**src/rtl/bram_shift_register_mc.sv**
```systemverilog
// ---------------------------------------------------------------------------
// bram_shift_register_mc
//   Multi-channel, BRAM-backed delay line with a runtime-programmable length.
//   A single-port read-first memory ring of `len` words (len <= DEPTH) holds
//   the in-flight samples; every lane occupies its own DATA_W slice of the
//   shared memory word.
//
// Ports
//   ap_clk      system clock, rising edge
//   reset_n     asynchronous active-low reset (synchronous release upstream)
//   shift_en    advance the line by one sample this cycle
//   shift_in    input sample, lane c at [c*DATA_W +: DATA_W]
//   len_in      requested delay length (clamped to 1..DEPTH)
//   len_load    one-cycle pulse, latches len_in and empties the line
//   flush       one-cycle pulse, empties the line, keeps the length
//   shift_out   registered delayed sample (0 while out_valid is low)
//   out_valid   shift_out holds a real delayed sample
//   fill_level  number of valid samples stored, 0..len
// ---------------------------------------------------------------------------
module bram_shift_register_mc #(
   parameter  int unsigned DEPTH    = 514,
   parameter  int unsigned DATA_W   = 8,
   parameter  int unsigned CHANNELS = 1,
   localparam int unsigned ADDR_W   = (DEPTH > 1) ? $clog2(DEPTH) : 1,
   localparam int unsigned LEN_W    = $clog2(DEPTH + 1)
) (
   input  logic                         ap_clk,
   input  logic                         reset_n,
   input  logic                         shift_en,
   input  logic [CHANNELS*DATA_W-1:0]   shift_in,
   input  logic [LEN_W-1:0]             len_in,
   input  logic                         len_load,
   input  logic                         flush,
   output logic [CHANNELS*DATA_W-1:0]   shift_out,
   output logic                         out_valid,
   output logic [LEN_W-1:0]             fill_level
);

   localparam int unsigned WORD_W = CHANNELS * DATA_W;

   logic [WORD_W-1:0] mem [DEPTH];

   logic [ADDR_W-1:0] ptr;
   logic [LEN_W-1:0]  len;
   logic [LEN_W-1:0]  len_clamped;
   logic              do_shift;
   logic              at_len;
   logic              ptr_last;

   // A shift coincident with flush or len_load is dropped entirely, including
   // the memory write; reset_n gates the write so nothing lands during reset.
   always_comb begin
      do_shift = reset_n & shift_en & ~flush & ~len_load;
      at_len   = (fill_level == len);
      ptr_last = (LEN_W'(ptr) == (len - LEN_W'(1)));
      if (len_in == '0) begin
         len_clamped = LEN_W'(1);
      end else if (len_in > LEN_W'(DEPTH)) begin
         len_clamped = LEN_W'(DEPTH);
      end else begin
         len_clamped = len_in;
      end
   end

   // Memory array kept free of reset so it maps onto block RAM.
   always_ff @(posedge ap_clk) begin
      if (do_shift) begin
         mem[ptr] <= shift_in;
      end
   end

   always_ff @(posedge ap_clk or negedge reset_n) begin
      if (!reset_n) begin
         ptr        <= '0;
         len        <= LEN_W'(DEPTH);
         fill_level <= '0;
         shift_out  <= '0;
         out_valid  <= 1'b0;
      end else if (flush) begin
         ptr        <= '0;
         fill_level <= '0;
         shift_out  <= '0;
         out_valid  <= 1'b0;
      end else if (len_load) begin
         len        <= len_clamped;
         ptr        <= '0;
         fill_level <= '0;
         shift_out  <= '0;
         out_valid  <= 1'b0;
      end else if (shift_en) begin
         // Read-first: the word leaving the ring is the sample written len
         // shifts ago, but only once the ring is full; before that the slot
         // holds stale data, so the output is forced to zero.
         shift_out  <= at_len ? mem[ptr] : '0;
         out_valid  <= at_len;
         fill_level <= at_len ? fill_level : fill_level + LEN_W'(1);
         ptr        <= ptr_last ? '0 : ptr + ADDR_W'(1);
      end
   end

endmodule

```
**config.mk**
```make
export PLATFORM = sky130hd
export DESIGN_NAME = bram_shift_register_mc
export DESIGN_NICKNAME = d
export VERILOG_FILES = /design/src/rtl/bram_shift_register_mc.sv
export SDC_FILE = /design/constraint.sdc
export NUM_CORES = 2
export LEC_CHECK = 0
export CORE_ASPECT_RATIO = 1.1
export CORE_UTILIZATION = 40
export DETAILED_ROUTE_END_ITERATION = 8
export HOLD_SLACK_MARGIN = 0.06
export MAX_ROUTING_LAYER = met4
export PLACE_DENSITY = 0.61
export SLEW_MARGIN = 20
export SYNTH_ARGS = -nofsm -noshare
export SYNTH_HDL_FRONTEND = slang
export SYNTH_MEMORY_MAX_BITS = 65536
export SYNTH_SLANG_ARGS = --single-unit
```
**constraint.sdc**
```tcl
create_clock -name ap_clk -period 4.9 [get_ports ap_clk]
set_input_delay 0.98 -clock ap_clk [delete_from_list [all_inputs] [get_ports ap_clk]]
set_output_delay 0.98 -clock ap_clk [all_outputs]
set_load 0.01 [all_outputs]
```
**Word level (Yosys, flattened, before mapping)**

Memories as Yosys holds them, arrays and structs flattened.
Index checks and enable logic that the tools add are counted.

- Flip-flop bits (word level): 39
- Output and inout bits: 19
- Bits in writable memories: 4112
- Bits of input ports: 23
- Memory bits (read-only): 0
- Memories: 1
- Bits in latches: 0
- Logic and storage cells: 41

Memories:

| memory | words | bits a word | rd ports | clocked after Yosys merged registers in | write ports | line | text |
|---|---|---|---|---|---|---|---|
| mem | 514 | 8 | 1 | 0 | 1 | 41 | `logic [WORD_W-1:0] mem [DEPTH];` |

- Shifts and indexed selects: 0
- Add/subtract/negate cells: 3
- Eq/ne operators: 3
- Mux-type cells: 19
- Bitwise gates (word level): 5
- Multiply operators: 0
- Reduce and logical (&&, ||, !) cells: 4
- Divide/modulo/power cells: 0
- Order comparisons: 1

Operators by type and width:

| kind | number |
|---|---|
| $mux W10 | 10 |
| $mux W8 | 4 |
| $add A10 B1 Y10 const B | 2 |
| $eq A10 B10 Y1 | 2 |
| $gt A10 B10 Y1 const B | 1 |
| $logic_not A10 Y1 | 1 |
| $sub A10 B1 Y10 const B | 1 |
| $mux W1 | 5 |
| $reduce_and A2 Y1 | 2 |
| $and A1 B1 Y1 | 3 |
| $ne A3 B3 Y1 const B | 1 |
| $reduce_bool A3 Y1 | 1 |
| $not A1 Y1 | 2 |

**Depth between registers and ports, before layout**

- Depth in word-level cells: 6
- Gate-level depth with buffers: 14
- Depth with buffers taken out: 10

**Worst setup path after synthesis**

No wires, ideal clock.

- Kind: in2reg
- From: input len_load
- To: memory mem[123][0] in the netlist's numbering, enable pin
- Setup time: 0.370 ns
- Stages: 8
- Slack: 1.600 ns
- Arrival time: 2.930 ns
- Required time: 4.530 ns
- Path buffers: 3
- Path through: or2_2 -> clkbuf_1 -> nor2_1 -> and3_1 -> clkbuf_1 -> nand3_1 -> clkbuf_1 -> nor2_1

- Longest elaborated chain between the ends: 4

RTL lines:

| item | line | text |
|---|---|---|
| start, declared | 32 | `input logic len_load,` |
| $not A1 Y1 | 53 | `do_shift = reset_n & shift_en & ~flush & ~len_load;` |
| $and A1 B1 Y1 | 53 |  |
| $mux W1 | 67 | `if (do_shift) begin` |
| $mux W1 (implied by the code) | 68 | `mem[ptr] <= shift_in;` |
| end, declared | 41 |  |

Every way passes these cells.

**Final worst setup path**

- From: register ptr[1]
- To: register shift_out[7]

- Longest elaborated chain between the ends: 5

RTL lines:

| item | line | text |
|---|---|---|
| start, declared | 43 | `logic [ADDR_W-1:0] ptr;` |
| start signal, assigned | 97 | `ptr <= ptr_last ? '0 : ptr + ADDR_W'(1);` |
| $mem_v2 Z514 W8 | - |  |
| $mux W8 | 94 | `shift_out <= at_len ? mem[ptr] : '0;` |
| $mux W8 | 90 | `end else if (shift_en) begin` |
| $mux W8 | 84 | `end else if (len_load) begin` |
| $mux W8 | 79 | `end else if (flush) begin` |
| end signal, assigned | 94 |  |
| end, declared | 34 | `output logic [CHANNELS*DATA_W-1:0] shift_out,` |

Every way passes these cells. The select of a mux whose other input is x is not followed.
A chain may end at the register's enable or synchronous reset.

==> flow_summary.rst <==
.. list-table::
   :header-rows: 1

   * - Metric
     - Value
   * - Portion of netlist area occupied by mux cells
     - about an eighth
   * - R2R setup slack
     - between 0.3 and 0.4 ns
   * - Number of sinks driven by the clock tree
     - ~4.2k
   * - Number of setup buffers added after CTS
     - 0
   * - Worst slack on hold paths
     - ~0.42 ns
   * - Worst setup EP type
     - register
   * - Clock tree from TritonCTS
     - built
   * - Adder and majority cell fraction of the synthesized area
     - less than 1%
   * - Outcome
     - finished clean
   * - Overall die area
     - approximately 410,000 um^2
   * - Sum of met2 wire segment lengths after detailed routing
     - between 200,000 and 250,000 um
   * - Proportion of register bits with asynchronous set or reset after synthesis
     - 0.940%
   * - Clock Pin Slew Worst Setup and Hold Paths
     - 0.06 ns
   * - Dominant register cell in the synthesized netlist
     - sky130_fd_sc_hd__edfxtp_1
   * - Max Buffers Root-to-Sink
     - 4
   * - Count of cell types in the netlist
     - 76
   * - Count of hold buffers inserted by post-cts repair
     - 1
   * - Count of routing violations after the opening detailed-route iteration
     - around 14k
   * - Sequential cell area
     - around 120,000 um^2
   * - Worst vdd rail ir drop
     - roughly 340 uV
   * - Beginning of the worst register-to-register path
     - ptr[1]
   * - Slew at the pin with the worst max-slew slack
     - 1.23 ns
   * - Critical Path Slowest Stage Cell
     - sky130_fd_sc_hd__dfrtp_4
   * - Data required time of the critical path
     - 5.73 ns
   * - Total power density per cell area
     - approximately 390 nW/um^2
   * - Drt first pass iters
     - 6
   * - IO Count
     - 42
   * - Hold Fails Final Rpt
     - 0
   * - Area share of xor/xnor cells in the synthesized design
     - 0.174%
   * - Share of synthesized area occupied by flip-flops and latches
     - approximately 77%
   * - Final routed wire length divided by cell count
     - between 30 and 40 um
   * - P&R area growth vs syn
     - 15.3%
   * - Final min period
     - around 4.6 ns
   * - Count of buffering cells on the critical path with inverters included
     - 3
   * - Compound-Gate Fraction of Synth Area
     - under 10%
   * - Met3 routed wirelength
     - 53,300 um
   * - Most area-consuming cells after synthesis
     - sky130_fd_sc_hd__edfxtp_1, sky130_fd_sc_hd__mux2i_1, sky130_fd_sc_hd__mux4_2, sky130_fd_sc_hd__o22ai_1, sky130_fd_sc_hd__nor2_1
   * - Pin count of the biggest net entering global routing
     - 120
   * - Most numerous cell types in the synthesized netlist
     - sky130_fd_sc_hd__edfxtp_1, sky130_fd_sc_hd__mux2i_1, sky130_fd_sc_hd__o22ai_1
   * - Unrepaired setup endpoints after global routing
     - false
   * - R2R Path End
     - shift_out[7]
   * - Final period utilization
     - between 90 and 100%
   * - Via-per-instance ratio
     - between 5 and 6
   * - Instance count on the critical path
     - 11
   * - Overall track demand over capacity in global routing
     - between 20% and 30%
   * - Worst reg2reg path depth
     - 11
   * - Final core occ
     - 46.3%
   * - Core region area
     - between 400,000 and 500,000 um^2
   * - Class of the worst hold path
     - primary input to register
   * - Leak
     - roughly 56 nW
   * - Top Layer Used
     - met4
   * - Critical Path Sink
     - shift_out[7]
   * - Area taken by multi-input logic gates
     - around 34,000 um^2
   * - Startpoint types
     - register
   * - Max_slew headroom
     - 17.5%
   * - Cell Area, Synth
     - 161,000 um^2
   * - Horizontal die dimension
     - roughly 600 um
   * - Total congestion overflow
     - 0
   * - DRC errors left
     - 0
   * - Number of synthesis warnings
     - 0
   * - Post-Syn Nets
     - between 8k and 9k
   * - Most area-hungry cell type in the Yosys netlist
     - sky130_fd_sc_hd__edfxtp_1
   * - Fin nets
     - approximately 9.5k
   * - Largest family of logic cells by synthesized area
     - multiplexers
   * - Family with the most delay on the worst path
     - buffers and inverters
   * - Wire length of the first global-routing pass
     - a little over 700,000 um
   * - Remaining antenna violation count
     - 0
   * - CTS root buf
     - sky130_fd_sc_hd__clkbuf_16
   * - Routed via count
     - 90.8k
   * - Ordered list of cells on the worst path
     - buf_12, buf_4, mux2i_1, o22ai_1, nor4_1, nand2_1, a222oi_1, buf_2, o221ai_1, and4bb_1, a31oi_1
   * - F_max
     - ~0.22 GHz
   * - Total half-perimeter wirelength after legalization and detailed placement
     - approximately 320,000 um
   * - Yosys top cell area share
     - 76.5%
   * - Initial standard-cell utilization of the core
     - 40.2%
   * - Maximum level of the CTS H-tree
     - 5
   * - Flip-flop and latch count after synthesis
     - around 4.2k
   * - Final max-slew violation count
     - 0
   * - Count of fill cells added during filler insertion
     - about 34k
   * - Gate Count Post-Synth
     - ~8.8k
   * - Number of buffers added by the clock tree synthesis step
     - around 400
   * - Clock tree skew after final layout
     - ~0.06 ns
   * - Max_cap viols
     - 0
   * - Highest fanout seen on the critical path
     - between 40 and 50
   * - Number of antenna violations at the first check in global routing
     - 39
   * - Crit. Startpoint
     - ptr[1]
   * - Maximum cell stage delay along the critical path
     - slightly below 0.8 ns
   * - Top-count cell post-synth
     - sky130_fd_sc_hd__edfxtp_1
   * - Fraction of layout instances using a drive strength above 1
     - 16.8%
   * - IO Port Bufs
     - just over 40
   * - Routed length on met1
     - ~190,000 um
   * - Post-cts gate resize count
     - 0
   * - Routed wire length
     - 511,000 um
   * - Final setup violation count
     - 0
   * - Number of enable flip-flop cells after synthesis
     - around 4k
   * - Vert. Die Dim
     - around 670 um
   * - Arrival time of the worst setup path
     - roughly 5.4 ns
   * - Clock insertion delay at the later pin of the skew report
     - 0.99 ns
   * - Synthesized area per cell
     - 18.3 um^2
   * - Share of synthesized cell area in and, or, nand and nor gates
     - 3.36%
   * - Floorplan row count
     - ~240
   * - Via count of the first global-routing pass
     - approximately 88k
   * - Total power draw
     - 72.0 mW
   * - Crit Path Class
     - register to register
   * - GPL Wtd Cong
     - 0.934
==> kinds of logic (layout without fill, tap and decap cells) <==
group,after synthesis,count (layout)
compound gates,1021,1021
buf+inv,566,1578
other cells,0,34
simple gates,1202,1202
flops,4151,4151
xor+xnor,32,32
fa+ha+maj,6,6
mux,1867,1867
==> sequential cells by signal (all words and copies together) (netlist names) <==
register and count:
len 10, fill_level 10, out_valid 1, ptr 10, mem 4112, shift_out 8
==> how the worst min path moves through the flow <==
| stage | from | endpoint | cells past startpoint |
|---|---|---|---|
| after floorplan | len[1] | len[1] | 2 |
| after CTS | reset_n | ptr[6] | 2 |
| after detailed placement | out_valid | out_valid | 1 |
| after global placement | out_valid | out_valid | 1 |
| final | shift_in[5] | mem[34][5] | 1 |
| after global routing | shift_in[5] | mem[34][5] | 1 |
==> cell type report <==
type	instances	share of cell area [%]
Clock buffer	494	5.73
Clock inverter	261	1.35
Inverter	12	0.0242
Sequential cell	4151	66.9
Antenna cell	34	0.0457
Multi-Input combinational cell	4128	18.3
Tap cell	5289	3.56
Timing Repair Buffer	811	4.08
==> power breakdown <==
part / total (mW) / leakage (nW) / internal [mW] / switching, mW
Combinational: 1.76 / 12.1 / 0.487 / 1.28
Sequential: 39.1 / 37.5 / 39.0 / 0.0319
Clock: 31.2 / 6.41 / 17.7 / 13.5
Total: 72.0 / 56.0 / 57.2 / 14.8
==> cells in the final DEF, fill, tap and decap left out, types with 39 or more instances in the layout <==
cell type,Yosys,final
sky130_fd_sc_hd__nor3_1,51,49
sky130_fd_sc_hd__o22ai_1,752,752
sky130_fd_sc_hd__clkbuf_1,160,78
sky130_fd_sc_hd__buf_4,123,660
sky130_fd_sc_hd__nand3_1,73,69
sky130_fd_sc_hd__a22oi_1,39,39
sky130_fd_sc_hd__mux4_2,211,211
sky130_fd_sc_hd__clkinv_2,0,76
sky130_fd_sc_hd__clkbuf_16,0,413
sky130_fd_sc_hd__nor2_1,664,651
sky130_fd_sc_hd__buf_12,2,107
sky130_fd_sc_hd__bufinv_16,0,41
sky130_fd_sc_hd__edfxtp_1,4112,4112
sky130_fd_sc_hd__o21ai_0,41,40
sky130_fd_sc_hd__nor4_1,162,162
sky130_fd_sc_hd__nand2_1,164,135
sky130_fd_sc_hd__clkinv_1,1,97
sky130_fd_sc_hd__a21oi_1,46,46
sky130_fd_sc_hd__mux2i_1,1640,1640
==> per-stage QoR <==
step,instance area (um^2),TNS [ns],cells,worst slack [ns]
6_report,186000,0,15180,0.336
3_5_place_dp,173000,0,14389,0.577
4_1_cts,186000,0,15145,0.573
3_3_place_gp,173000,-0.208,14388,-0.208
2_1_floorplan,161000,0,8845,1.60
5_1_grt,186000,0,15165,0.489
==> per-layer routing <==
layer | GRT usage (%) | vias up
li1 | - | 37068
met1 | 32.5 | 47114
met2 | 39.3 | 5644
met3 | 5.15 | 989
met4 | 10.7 | 0
met5 | - | -
(Power assumes the default switching activity.)
